[config.mk]
export PLATFORM = sky130hd
export DESIGN_NAME = sha3_wb_bridge
export DESIGN_NICKNAME = d
export VERILOG_FILES = /design/src/rtl/sha3_wb_bridge.sv
export SDC_FILE = /design/constraint.sdc
export NUM_CORES = 1
export LEC_CHECK = 0
export CAP_MARGIN = 20
export CORE_UTILIZATION = 50
export DETAILED_ROUTE_END_ITERATION = 10
export PLACE_DENSITY = 0.84
export SYNTH_ARGS = -nofsm -noshare
export SYNTH_HDL_FRONTEND = slang
export SYNTH_SLANG_ARGS = --single-unit
[constraint.sdc]
create_clock -name wb_clk_i -period 6.4 [get_ports wb_clk_i]
set_input_delay 1.28 -clock wb_clk_i [delete_from_list [all_inputs] [get_ports wb_clk_i]]
set_output_delay 1.28 -clock wb_clk_i [all_outputs]
set_load 0.02 [all_outputs]
[src/rtl/sha3_wb_bridge.sv]
// sha3_wb_bridge: Wishbone slave front-end for the SHA-3 core.
// Message FIFO -> valid/ready stream, digest capture registers and a
// maskable completion interrupt.
// Ports: wb_clk_i/wb_rst_i (sync, active-low), wbs_* Wishbone slave,
// msg_* stream to core, start_o pulse, digest_valid_i/digest_i, irq_o.
// Optional: define SHA3_LA_CTRL_EN to add la_data_in/la_oenb/la_data_out
// (logic-analyzer start/soft-clear control and status mirror).
module sha3_wb_bridge #(
  parameter logic [31:0] BASE_ADDR    = 32'h3000_0000,
  parameter int          FIFO_DEPTH   = 8,
  parameter int          DIGEST_WORDS = 8
) (
  input  logic                      wb_clk_i,
  input  logic                      wb_rst_i,
  input  logic                      wbs_stb_i,
  input  logic                      wbs_cyc_i,
  input  logic                      wbs_we_i,
  input  logic [3:0]                wbs_sel_i,
  input  logic [31:0]               wbs_adr_i,
  input  logic [31:0]               wbs_dat_i,
  output logic                      wbs_ack_o,
  output logic [31:0]               wbs_dat_o,
  output logic                      msg_valid_o,
  input  logic                      msg_ready_i,
  output logic [31:0]               msg_data_o,
  output logic                      msg_last_o,
  output logic                      start_o,
  input  logic                      digest_valid_i,
  input  logic [32*DIGEST_WORDS-1:0] digest_i,
  output logic                      irq_o
`ifdef SHA3_LA_CTRL_EN
  ,
  input  logic [127:0]              la_data_in,
  input  logic [127:0]              la_oenb,
  output logic [127:0]              la_data_out
`endif
);

  localparam int AW = $clog2(FIFO_DEPTH);
  localparam logic [AW:0]   CNT_ONE = 1;
  localparam logic [AW-1:0] PTR_ONE = 1;

  localparam logic [1:0] S_IDLE = 2'd0;
  localparam logic [1:0] S_FEED = 2'd1;
  localparam logic [1:0] S_WAIT = 2'd2;
  localparam logic [1:0] S_DONE = 2'd3;

  logic [1:0]  state;
  logic        ack_q;
  logic [31:0] dat_q;
  logic        done_q;
  logic        ovf_q;
  logic        irq_en_q;
  logic [32*DIGEST_WORDS-1:0] dig_q;

  logic [32:0]   mem [FIFO_DEPTH];
  logic [AW-1:0] wr_ptr;
  logic [AW-1:0] rd_ptr;
  logic [AW:0]   count;

  logic        hit;
  logic        req;
  logic        wr;
  logic [5:0]  off;
  logic        full;
  logic        empty;
  logic        start_req;
  logic        clr;
  logic        push_req;
  logic        push;
  logic        pop;
  logic        la_start;
  logic        la_clr;
  logic [31:0] status;
  logic [31:0] rdata;
  logic [32:0] head;

  assign hit   = wbs_cyc_i & wbs_stb_i
               & (wbs_adr_i[31:8] == BASE_ADDR[31:8]);
  // A new access is taken only while ack is low, so
  // back-to-back strobes are served every other cycle.
  assign req   = hit & ~ack_q;
  assign wr    = req & wbs_we_i;
  assign off   = wbs_adr_i[7:2];

  assign full  = (count == (AW+1)'(FIFO_DEPTH));
  assign empty = (count == '0);

  assign start_req = (wr & (off == 6'd0) & wbs_dat_i[0]) | la_start;
  assign clr       = (wr & (off == 6'd0) & wbs_dat_i[1]) | la_clr;

  assign push_req = wr & ((off == 6'd2) | (off == 6'd3))
                  & (wbs_sel_i == 4'hF);
  // Full is the registered flag: a same-cycle pop does not make room.
  assign push     = push_req & ~full & ~clr;

  assign head        = mem[rd_ptr];
  assign msg_valid_o = ~empty & (state == S_FEED);
  assign msg_data_o  = head[31:0];
  assign msg_last_o  = head[32];
  assign pop         = msg_valid_o & msg_ready_i;

  assign status = {16'b0, 8'(count), 3'b0,
                   ovf_q, empty, full, done_q, (state != S_IDLE)};

  always_comb begin
    rdata = '0;
    case (off)
      6'd1: rdata = status;
      6'd4: rdata = {31'b0, irq_en_q};
      6'd5: rdata = {31'b0, done_q};
      default: begin
        if ((off[5:4] == 2'b01)
            && (int'(off[3:0]) < DIGEST_WORDS))
          rdata = dig_q[32*int'(off[3:0]) +: 32];
      end
    endcase
  end

  assign wbs_ack_o = ack_q;
  assign wbs_dat_o = dat_q;

  always_ff @(posedge wb_clk_i) begin
    if (push)
      mem[wr_ptr] <= {(off == 6'd3), wbs_dat_i};
  end

  always_ff @(posedge wb_clk_i) begin
    if (!wb_rst_i) begin
      ack_q    <= 1'b0;
      dat_q    <= '0;
      start_o  <= 1'b0;
      irq_o    <= 1'b0;
      irq_en_q <= 1'b0;
      state    <= S_IDLE;
      wr_ptr   <= '0;
      rd_ptr   <= '0;
      count    <= '0;
      done_q   <= 1'b0;
      ovf_q    <= 1'b0;
      dig_q    <= '0;
    end else begin
      ack_q   <= req;
      dat_q   <= (req & ~wbs_we_i) ? rdata : '0;
      start_o <= 1'b0;
      irq_o   <= done_q & irq_en_q;
      if (wr & (off == 6'd4) & wbs_sel_i[0])
        irq_en_q <= wbs_dat_i[0];
      if (clr) begin
        state  <= S_IDLE;
        wr_ptr <= '0;
        rd_ptr <= '0;
        count  <= '0;
        done_q <= 1'b0;
        ovf_q  <= 1'b0;
        dig_q  <= '0;
      end else begin
        if (push) wr_ptr <= wr_ptr + PTR_ONE;
        if (pop)  rd_ptr <= rd_ptr + PTR_ONE;
        case ({push, pop})
          2'b10:   count <= count + CNT_ONE;
          2'b01:   count <= count - CNT_ONE;
          default: ;
        endcase
        if (wr & (off == 6'd5) & wbs_dat_i[0]) begin
          done_q <= 1'b0;
          ovf_q  <= 1'b0;
        end
        if (push_req & full)
          ovf_q <= 1'b1;
        case (state)
          S_IDLE: begin
            if (start_req) begin
              state   <= S_FEED;
              start_o <= 1'b1;
            end
          end
          S_FEED: begin
            if (pop & head[32])
              state <= S_WAIT;
          end
          S_WAIT: begin
            if (digest_valid_i) begin
              dig_q  <= digest_i;
              done_q <= 1'b1;
              state  <= S_DONE;
            end
          end
          default: state <= S_IDLE;
        endcase
      end
    end
  end

`ifdef SHA3_LA_CTRL_EN
  logic la_prev;
  logic unused_la;

  always_ff @(posedge wb_clk_i) begin
    if (!wb_rst_i)
      la_prev <= 1'b0;
    else
      la_prev <= la_data_in[0];
  end

  assign la_start    = ~la_oenb[0] & la_data_in[0] & ~la_prev;
  assign la_clr      = ~la_oenb[1] & la_data_in[1];
  assign la_data_out = {64'b0, dig_q[31:0], 16'b0, status[15:0]};
  assign unused_la   = ^{la_data_in[127:2], la_oenb[127:2],
                         wbs_adr_i[1:0]};
`else
  logic unused_adr;

  assign la_start   = 1'b0;
  assign la_clr     = 1'b0;
  assign unused_adr = ^wbs_adr_i[1:0];
`endif

endmodule

==> results summary, run 1 <==
The run finished with clean final reports. The via count came out at 15918. The worst-case clock skew came out at about 38 ps. After detailed routing, the number of remaining DRC violations is 0. The slowest stage of the critical path belongs to the cell sky130_fd_sc_hd__dfxtp_4. Cells with a size suffix above 1 make up between 10% and 20% of the layout. The static leakage is ~9.3 nW. The finished layout holds ~2800 standard cells, fillers aside. The xor-xnor portion of the synthesized cell area came out at less than 1%. The number of primary I/O pins is 400. The setup fix buffers added after clock tree synthesis is 0.

The initial antenna violation count came out at 19. The finished cells cover 29000 µm². The minimum setup slack in the final design came out at between 1500 and 2000 ps. Entering global routing, the biggest net connects 160 pins. Max-cap violations in this run came to 0. Counting both buffers and inverters, the worst setup path holds a total of 2. TritonCTS built the clock tree. The net count after synthesis is approximately 2200. Of the total power, the clock network draws a little under half. The share of cell area taken by muxes after synthesis is about 16%.

The count of endpoints failing hold in the final timing report came out at 0. The clock passes through at most 3 buffers. The H-tree level count came out at 2. The overall die area came out at approximately 46000 µm².

The area of the mapped netlist is 22700 µm². The total placed instance area came out at ~27000 µm². Input and output buffers added on the ports amount to 397. The worst hold slack across all endpoints is 452 ps. The congestion estimate from routability-driven global placement came to approximately 0.84. The tightest min-delay check is of the flop to flop type.

The share of total power in combinational logic came out at between 4 and 5%. The start-to-end type of the worst setup path is flop to output pin. In the final routed layout, each cell accounts on average for roughly 21 µm. Yosys printed 0 warnings. The wire-length estimate of the detail-placed layout is 38000 µm. For this run, the top clock speed supported by timing is 208 MHz. The synthesized design contains 264 enable-type register cells. After synthesis, the mean cell area works out to 12.3 µm². Power spread over the standard cell area amounts to ~260 nW/µm². The proportion of register bits with asynchronous set or reset after synthesis came out at 0%. STA classifies the critical path endpoint as an output pin. The number of standard-cell rows in the floorplan came out at between 70 and 80.

The layout overhead on the synthesized area came out at 27.9%. The number of pins exceeding their max-slew limit in the final report came out at 0. The tree built by TritonCTS fans out to approximately 570 sinks. For the final routed database, the setup TNS stands at 0 ps.

The first-pass iteration count of the detailed router came out at 5. The placed cell count came out at roughly 2700. The total overflow left after global routing is 0. The number of global-route vias before repair is ~16000. The relative max-transition margin came out at between 20% and 30%.

The cell sitting at the root of the clock tree is a sky130_fd_sc_hd__clkbuf_16. The cell family contributing the most delay on the critical path is buffers and inverters. The actual transition at the worst max-transition pin is about 1100 ps. The internal power component came out at ~6 mW.

The wire length of the first global-routing pass is ~92000 µm. The peak ir drop on the vdd network came out at roughly 0.21 mV. The synthesized netlist devotes under 10% of its cell area to compound gates.

The worst setup path is launched from a flop. The total of flip-flops plus latches after synthesis is about 570. Before CTS, the worst setup slack after placement is 1380 ps. The delay of the slowest cell on the worst path is 980 ps.

Along the worst path, the maximum fanout reaches 49. The net count of the finished layout came out at ~2500. STA puts the critical path data arrival time at around 3500 ps. The count of mapped cells out of synthesis came out at between 1500 and 2000. Setup repair after global routing left no endpoint under its margin.

Net switching is 20.5% of the power. The width of the die is 215 µm. The routed design has 60000 µm of wire. The post-synthesis adder-cell area fraction came out at less than 1%. The remaining antenna violation count after routing is 0. The dominant combinational cell family by area after synthesis is multiplexers. The number of DRC markers after the initial detailed-route iteration is approximately 1400. The share of power burned in registers came out at slightly above 50%.

The synthesized netlist contains 48 unique library cells. Walking the worst path, the cells encountered are buf_4, mux4_2, mux2_2, clkdlybuf4s50_1. The clock transition at the registers of the reported paths came out at around 60 ps. Across every metal layer, demand over resource in global routing totals 25.9%. The sequential cell area fraction in the yosys report came out at around 62%. The final critical path time including I/O delays and setup came out at slightly below 5000 ps.

The most used flip-flop cell after synthesis is sky130_fd_sc_hd__dfxtp_1. The hold buffer count at cts came out at 0. The total clock buffers created by CTS is 55. The chip height is 215 µm.

For this design the total switching power over the nets is between 1.5 and 2 mW. In the layout the commonest cells are sky130_fd_sc_hd__nand2_1, sky130_fd_sc_hd__clkdlybuf4s50_1, sky130_fd_sc_hd__dfxtp_1. Leaving out fill and tap cells, the most frequent cell in the layout is sky130_fd_sc_hd__nand2_1. The core region area is roughly 45000 µm². The count of final setup violators is 0. Dividing the final minimum period by the clock period gives around 75%. The clock latency on the worst-skew pair is ~640 ps.

The area share of and/or/nand/nor cells after synthesis is around 11%. The average vias per placed instance came out at 5.62. Once the floorplan was initialized, standard cells occupied between 50 and 60% of the core.

The count of instances resized after the clock tree is built came out at 0. STA puts the critical path data required time at 5120 ps.
sequential cells by signal, indices dropped and copies added (netlist names), named ones only:
name	count
state	2
ovf_q	1
start_o	1
irq_o	1
dig_q	256
wr_ptr	3
irq_en_q	1
wbs_ack_o	1
rd_ptr	3
wbs_dat_o	32
count	4
done_q	1
mem	264
synthesized netlist by cell type (all sizes together), types with 3 or more instances:
| master | count | area, µm² |
|---|---|---|
| xor2 | 4 | 35.0 |
| xnor2 | 3 | 26.3 |
| a21oi | 263 | 1320 |
| nor3 | 5 | 25.0 |
| nand2b | 3 | 18.8 |
| or4 | 4 | 30.0 |
| nor4 | 11 | 93.8 |
| dfxtp | 309 | 6190 |
| mux2i | 29 | 290 |
| a22oi | 8 | 60.1 |
| buf | 52 | 390 |
| mux2 | 42 | 473 |
| inv | 9 | 33.8 |
| o21ai | 4 | 20.0 |
| clkbuf | 79 | 297 |
| nand3 | 5 | 25.0 |
| nor2 | 53 | 199 |
| nand2 | 521 | 1960 |
| ha | 9 | 113 |
| or3 | 4 | 25.0 |
| edfxtp | 264 | 7930 |
| mux4 | 130 | 2930 |
| and3 | 3 | 18.8 |
kinds of logic (layout without fill, tap and decap cells):
logic type,count (synthesis),count (layout)
other,0,11
xor gates and xnor gates,7,7
adders and majority gates,9,9
DFF,573,573
AOI/OAI and AO/OA,285,285
buffers and inverters,140,534
and+or+nand+nor,622,622
muxes,201,201
worst min-delay path, delay by kind of cell (launching register included):
| family | cells | cell delay (ps) |
|---|---|---|
| DFF | 1 | 310 |
| and+or+nand+nor | 1 | 50 |
| AOI/OAI and AO/OA | 1 | 50 |
per-stage QoR:
| stage | total power [mW] | utilization, % |
|---|---|---|
| global route | 7.78 | 65.1 |
| finish | 7.57 | 65.2 |
| detailed placement | 4.23 | 60.7 |
| global placement | 4.22 | 60.7 |
| floorplan | 3.99 | - |
| CTS | 7.62 | 65.1 |
cell type report:
type                       instances  area [µm²]
fill                            3161       15500
sequential                       573       14100
multi-input combinational       1124        7920
timing repair buffer             422        4210
clock buffer                      74        1580
tap                              592         741
clock inverter                    29         365
inverter                           9        33.8
antenna                           11        27.5
worst paths after layout:
kind / start / endpoint / slack [ps] / cells after the start
worst max-delay path: flop / msg_data_o[13] / 1580 / 4
worst min-delay path: dig_q[28]$_SDFFE_PP0P_ / dig_q[28]$_SDFFE_PP0P_ / 450 / 2
worst max register to register: wbs_ack_o$_SDFF_PN0_ / mem[2][32]$_DFFE_PP_ / 2910 / 6
worst min register to register: dig_q[28]$_SDFFE_PP0P_ / dig_q[28]$_SDFFE_PP0P_ / 450 / 2
per-layer routing:
layer	up-vias	track usage, %	routed length [µm]
met3	127	6.43	5130
met1	7795	31.7	22600
met2	701	44.6	30300
met4	14	8.79	1820
met5	-	0	94
li1	7281	-	-
power by group through the flow:
stage	combinational, mW	sequential (mW)	clock (mW)
2_1_floorplan	0.0837	3.90	0
3_3_place_gp	0.322	3.90	0
3_5_place_dp	0.325	3.90	0
4_1_cts	0.327	3.82	3.47
5_1_grt	0.345	3.82	3.61
6_report	0.328	3.82	3.42
(Power assumes the default switching activity.)
==> run 2: changes to the inputs <==
==> constraint.sdc (replaced) <==
create_clock -name wb_clk_i -period 4.7 [get_ports wb_clk_i]
set_input_delay 0.94 -clock wb_clk_i [delete_from_list [all_inputs] [get_ports wb_clk_i]]
set_output_delay 0.94 -clock wb_clk_i [all_outputs]
set_load 0.02 [all_outputs]
==> run 2 against run 1 <==
  * Non-clock buffer count up 9
  * Critical path depth stayed put
  * Cell count increased by 0.11%
  * Die area is the same
  * Sequential power up 36%
  * Largest power group unchanged
==> results summary, run 2 (synthesis gave the netlist of run 1 again) <==
The launch point of the worst reg-to-reg path is wbs_ack_o$_SDFF_PN0_ (unchanged). The number of flip-flops in the largest register came out at 264 (unchanged). The startpoint type of the worst setup path is a flop (unchanged). The static leakage came out at 9.38 nW (was 9.33 nW). The first-pass iteration count of the detailed router is 6 (was 5). The relative max-transition margin came out at 38.4% (was 29.6%).

The arrival time at the worst endpoint is 3140 ps (was 3540 ps). The share of power burned in registers is 50.9% (was 50.5%). The clock latency on the worst-skew pair came out at 600 ps (was 640 ps). The total placed instance area came out at 27300 µm² (was 27000 µm²). The final critical path time including I/O delays and setup came out at approximately 4000 ps. The count of buffers from port buffering was 397 (unchanged). The leftover overflow at the end of global routing is 0 (unchanged). The share of total power in combinational logic is 4.4% (was 4.3%).

The register bank with the most flops is mem (unchanged). The H-tree level count is 2 (unchanged). The total negative setup slack was 0 ps (unchanged). The number of global-route vias before repair came out at 16263 (was 15955).

The sum of internal, switching and leakage power is 10.2 mW (was 7.57 mW). The data required time of the worst path is 3760 ps (was 5120 ps). The count of final setup violators is 0 (unchanged).

The overall die area came out at 46200 µm² (unchanged). The wire length of the first global-routing pass is 90400 µm (was 91600 µm). The number of pins exceeding their max-slew limit in the final report came out at 0 (unchanged).

The worst min-delay path class is flop to flop (unchanged). The largest net degree at the start of global routing is 133 (was 160). The core region area is 44500 µm² (unchanged). The width of the die came to 215 µm (unchanged).

The number of logic stages on the critical path including buffering came out at 4 (unchanged). The start-to-end type of the worst setup path is flop to output pin (unchanged). The cell family with the largest share of critical-path delay is buffers and inverters (unchanged). The layout overhead on the synthesized area is 28.7% (was 27.9%). The clock power share is 44.7% (was 45.2%). Result of the run: finished, final reports clean (unchanged). The maximum buffer depth of the clock tree came out at 3 (unchanged). The share of the clock period used by the worst path came out at between 80% and 90%.

The total clock buffers created by CTS came out at 55 (unchanged). The chip height came to 215 µm (unchanged). The final core utilization came out at 65.6% (was 65.2%). The total power divided by cell area is 350 nW/µm² (was 261 nW/µm²). The count of instances resized after the clock tree is built is 0 (unchanged). The highest achievable clock rate came out at roughly 240 MHz.

The routed wire length per instance came to 20.9 µm (was 21.2 µm). The most frequent standard cell in the layout excluding fill and tap cells is sky130_fd_sc_hd__nand2_1 (unchanged). The clock transition at the registers of the reported paths came out at 60 ps (about the same). The actual transition at the worst max-transition pin is 925 ps (was 1060 ps).

The total global-route track usage came out at 25.5% (was 25.9%). The combined buffer and inverter count along the critical path was 2 (unchanged). The peak ir drop on the vdd network is 0.303 mV (was 0.215 mV). The switching power share of the total is 20.1% (was 20.5%). The final-layout fill cell count is 3177 (was 3161).

The clock tree from TritonCTS was done (unchanged). The worst-case clock skew came out at 17.9 ps (was 38.2 ps). The remaining design rule violation count is 0 (unchanged). The clock tree root buffer cell is sky130_fd_sc_hd__clkbuf_16 (unchanged). Crit-path cells: buf_4, mux4_2, mux2_2, clkdlybuf4s50_1 (unchanged). The internal power component was 8.17 mW (was 6.02 mW).

Unrepaired setup endpoints after global routing: false (unchanged). The hold buffer count at cts is 0 (unchanged). The number of max-cap violations is 0 (unchanged).

The remaining antenna violation count after routing came out at 0 (unchanged). The via count came out at 15978 (was 15918). The average vias per placed instance is 5.63 (was 5.62). The initial cell density of the core came out at 51.0% (unchanged).

The delay of the slowest cell on the worst path is 770 ps (was 980 ps). The switching component of the power is 2.05 mW (was 1.56 mW). Most frequent cells in the layout: sky130_fd_sc_hd__nand2_1, sky130_fd_sc_hd__clkdlybuf4s50_1, sky130_fd_sc_hd__dfxtp_1 (unchanged). The capture point of the critical path is msg_data_o[27] (was msg_data_o[13]). The final design instance area without fill is 29200 µm² (was 29000 µm²). The final weighted congestion of routability-driven global placement came out at 0.850 (was 0.843). The critical path's slowest cell is sky130_fd_sc_hd__dfxtp_4 (unchanged). The number of clock sinks seen by CTS came out at 573 (unchanged). The endpoint class of the critical path is an output pin (unchanged).

The count of endpoints failing hold in the final timing report was 0 (unchanged). The number of primary I/O pins was 400 (unchanged). The biggest fanout along the worst timing path is 30 (was 49). The initial antenna violation count came out at 14 (was 19).

The sum of routed wire length over all layers came out at 59300 µm (was 60000 µm). The worst hold slack across all endpoints is 452 ps (about the same). The depth of the worst register-to-register path came out at 11 (was 6). The net count of the finished layout came out at 2534 (was 2525). The sum of net half-perimeters after detailed placement is 38500 µm (was 38000 µm). The critical register-to-register path endpoint is count[2]$_SDFFE_PP0P_ (was mem[2][32]$_DFFE_PP_). The number of standard-cell rows in the floorplan came out at 77 (unchanged). The setup fix buffers added after clock tree synthesis came out at 0 (unchanged). The share of final-layout standard cells stronger than drive strength 1 came out at 14.2% (was 14.1%). The number of DRC markers after the initial detailed-route iteration is 1349 (was 1437). The worst setup slack for register-to-register paths came out at 1570 ps (was 2910 ps).
==> run 2: final cells by class <==
class	count	area (µm²)	share of cell area (%)
sequential	573	14100	48.4
multi-input combinational	1124	7930	27.2
timing repair buffer	431	4460	15.3
clock buffer	71	1530	5.23
tap	592	741	2.54
clock inverter	30	357	1.22
inverter	9	33.8	0.116
antenna	7	17.5	0.0600
==> run 2: layer usage <==
layer / up-vias / GRT usage [%] / part of all wire, %
li1: 7286 / - / -
met1: 7803 / 31.3 / 38
met2: 747 / 43.1 / 50
met3: 132 / 6.60 / 8.6
met4: 10 / 9.74 / 3.5
met5: - / 0 / 0.12
==> run 2: worst min-delay path by stage <==
stage                                  startpoint                      end  depth (start not counted)
after floorplan            dig_q[32]$_SDFFE_PP0P_   dig_q[32]$_SDFFE_PP0P_                          2
after global placement     dig_q[89]$_SDFFE_PP0P_   dig_q[89]$_SDFFE_PP0P_                          2
after detailed placement  dig_q[231]$_SDFFE_PP0P_  dig_q[231]$_SDFFE_PP0P_                          2
after CTS                 dig_q[231]$_SDFFE_PP0P_  dig_q[231]$_SDFFE_PP0P_                          2
after global routing       dig_q[80]$_SDFFE_PP0P_   dig_q[80]$_SDFFE_PP0P_                          2
final                     dig_q[249]$_SDFFE_PP0P_  dig_q[249]$_SDFFE_PP0P_                          2
==> run 2: worst min-delay path, cell delays in order (launching register included) <==
cell	delay (ps)
sky130_fd_sc_hd__dfxtp_1	310
sky130_fd_sc_hd__nand2_1	50
sky130_fd_sc_hd__a21oi_1	50
==> run 2: metrics by stage <==
step / instances / setup WS, ps
6_report: 2837 / 618
3_5_place_dp: 2729 / 362
5_1_grt: 2835 / 426
3_3_place_gp: 2729 / 432
2_1_floorplan: 1837 / 352
4_1_cts: 2830 / 506
==> run 2: power groups by stage <==
stage | logic (mW) | registers (mW) | clock network [mW]
after floorplan | 0.114 | 5.32 | 0
after global placement | 0.445 | 5.31 | 0
after detailed placement | 0.451 | 5.31 | 0
after CTS | 0.454 | 5.20 | 4.63
after global routing | 0.477 | 5.20 | 4.83
final | 0.455 | 5.21 | 4.57
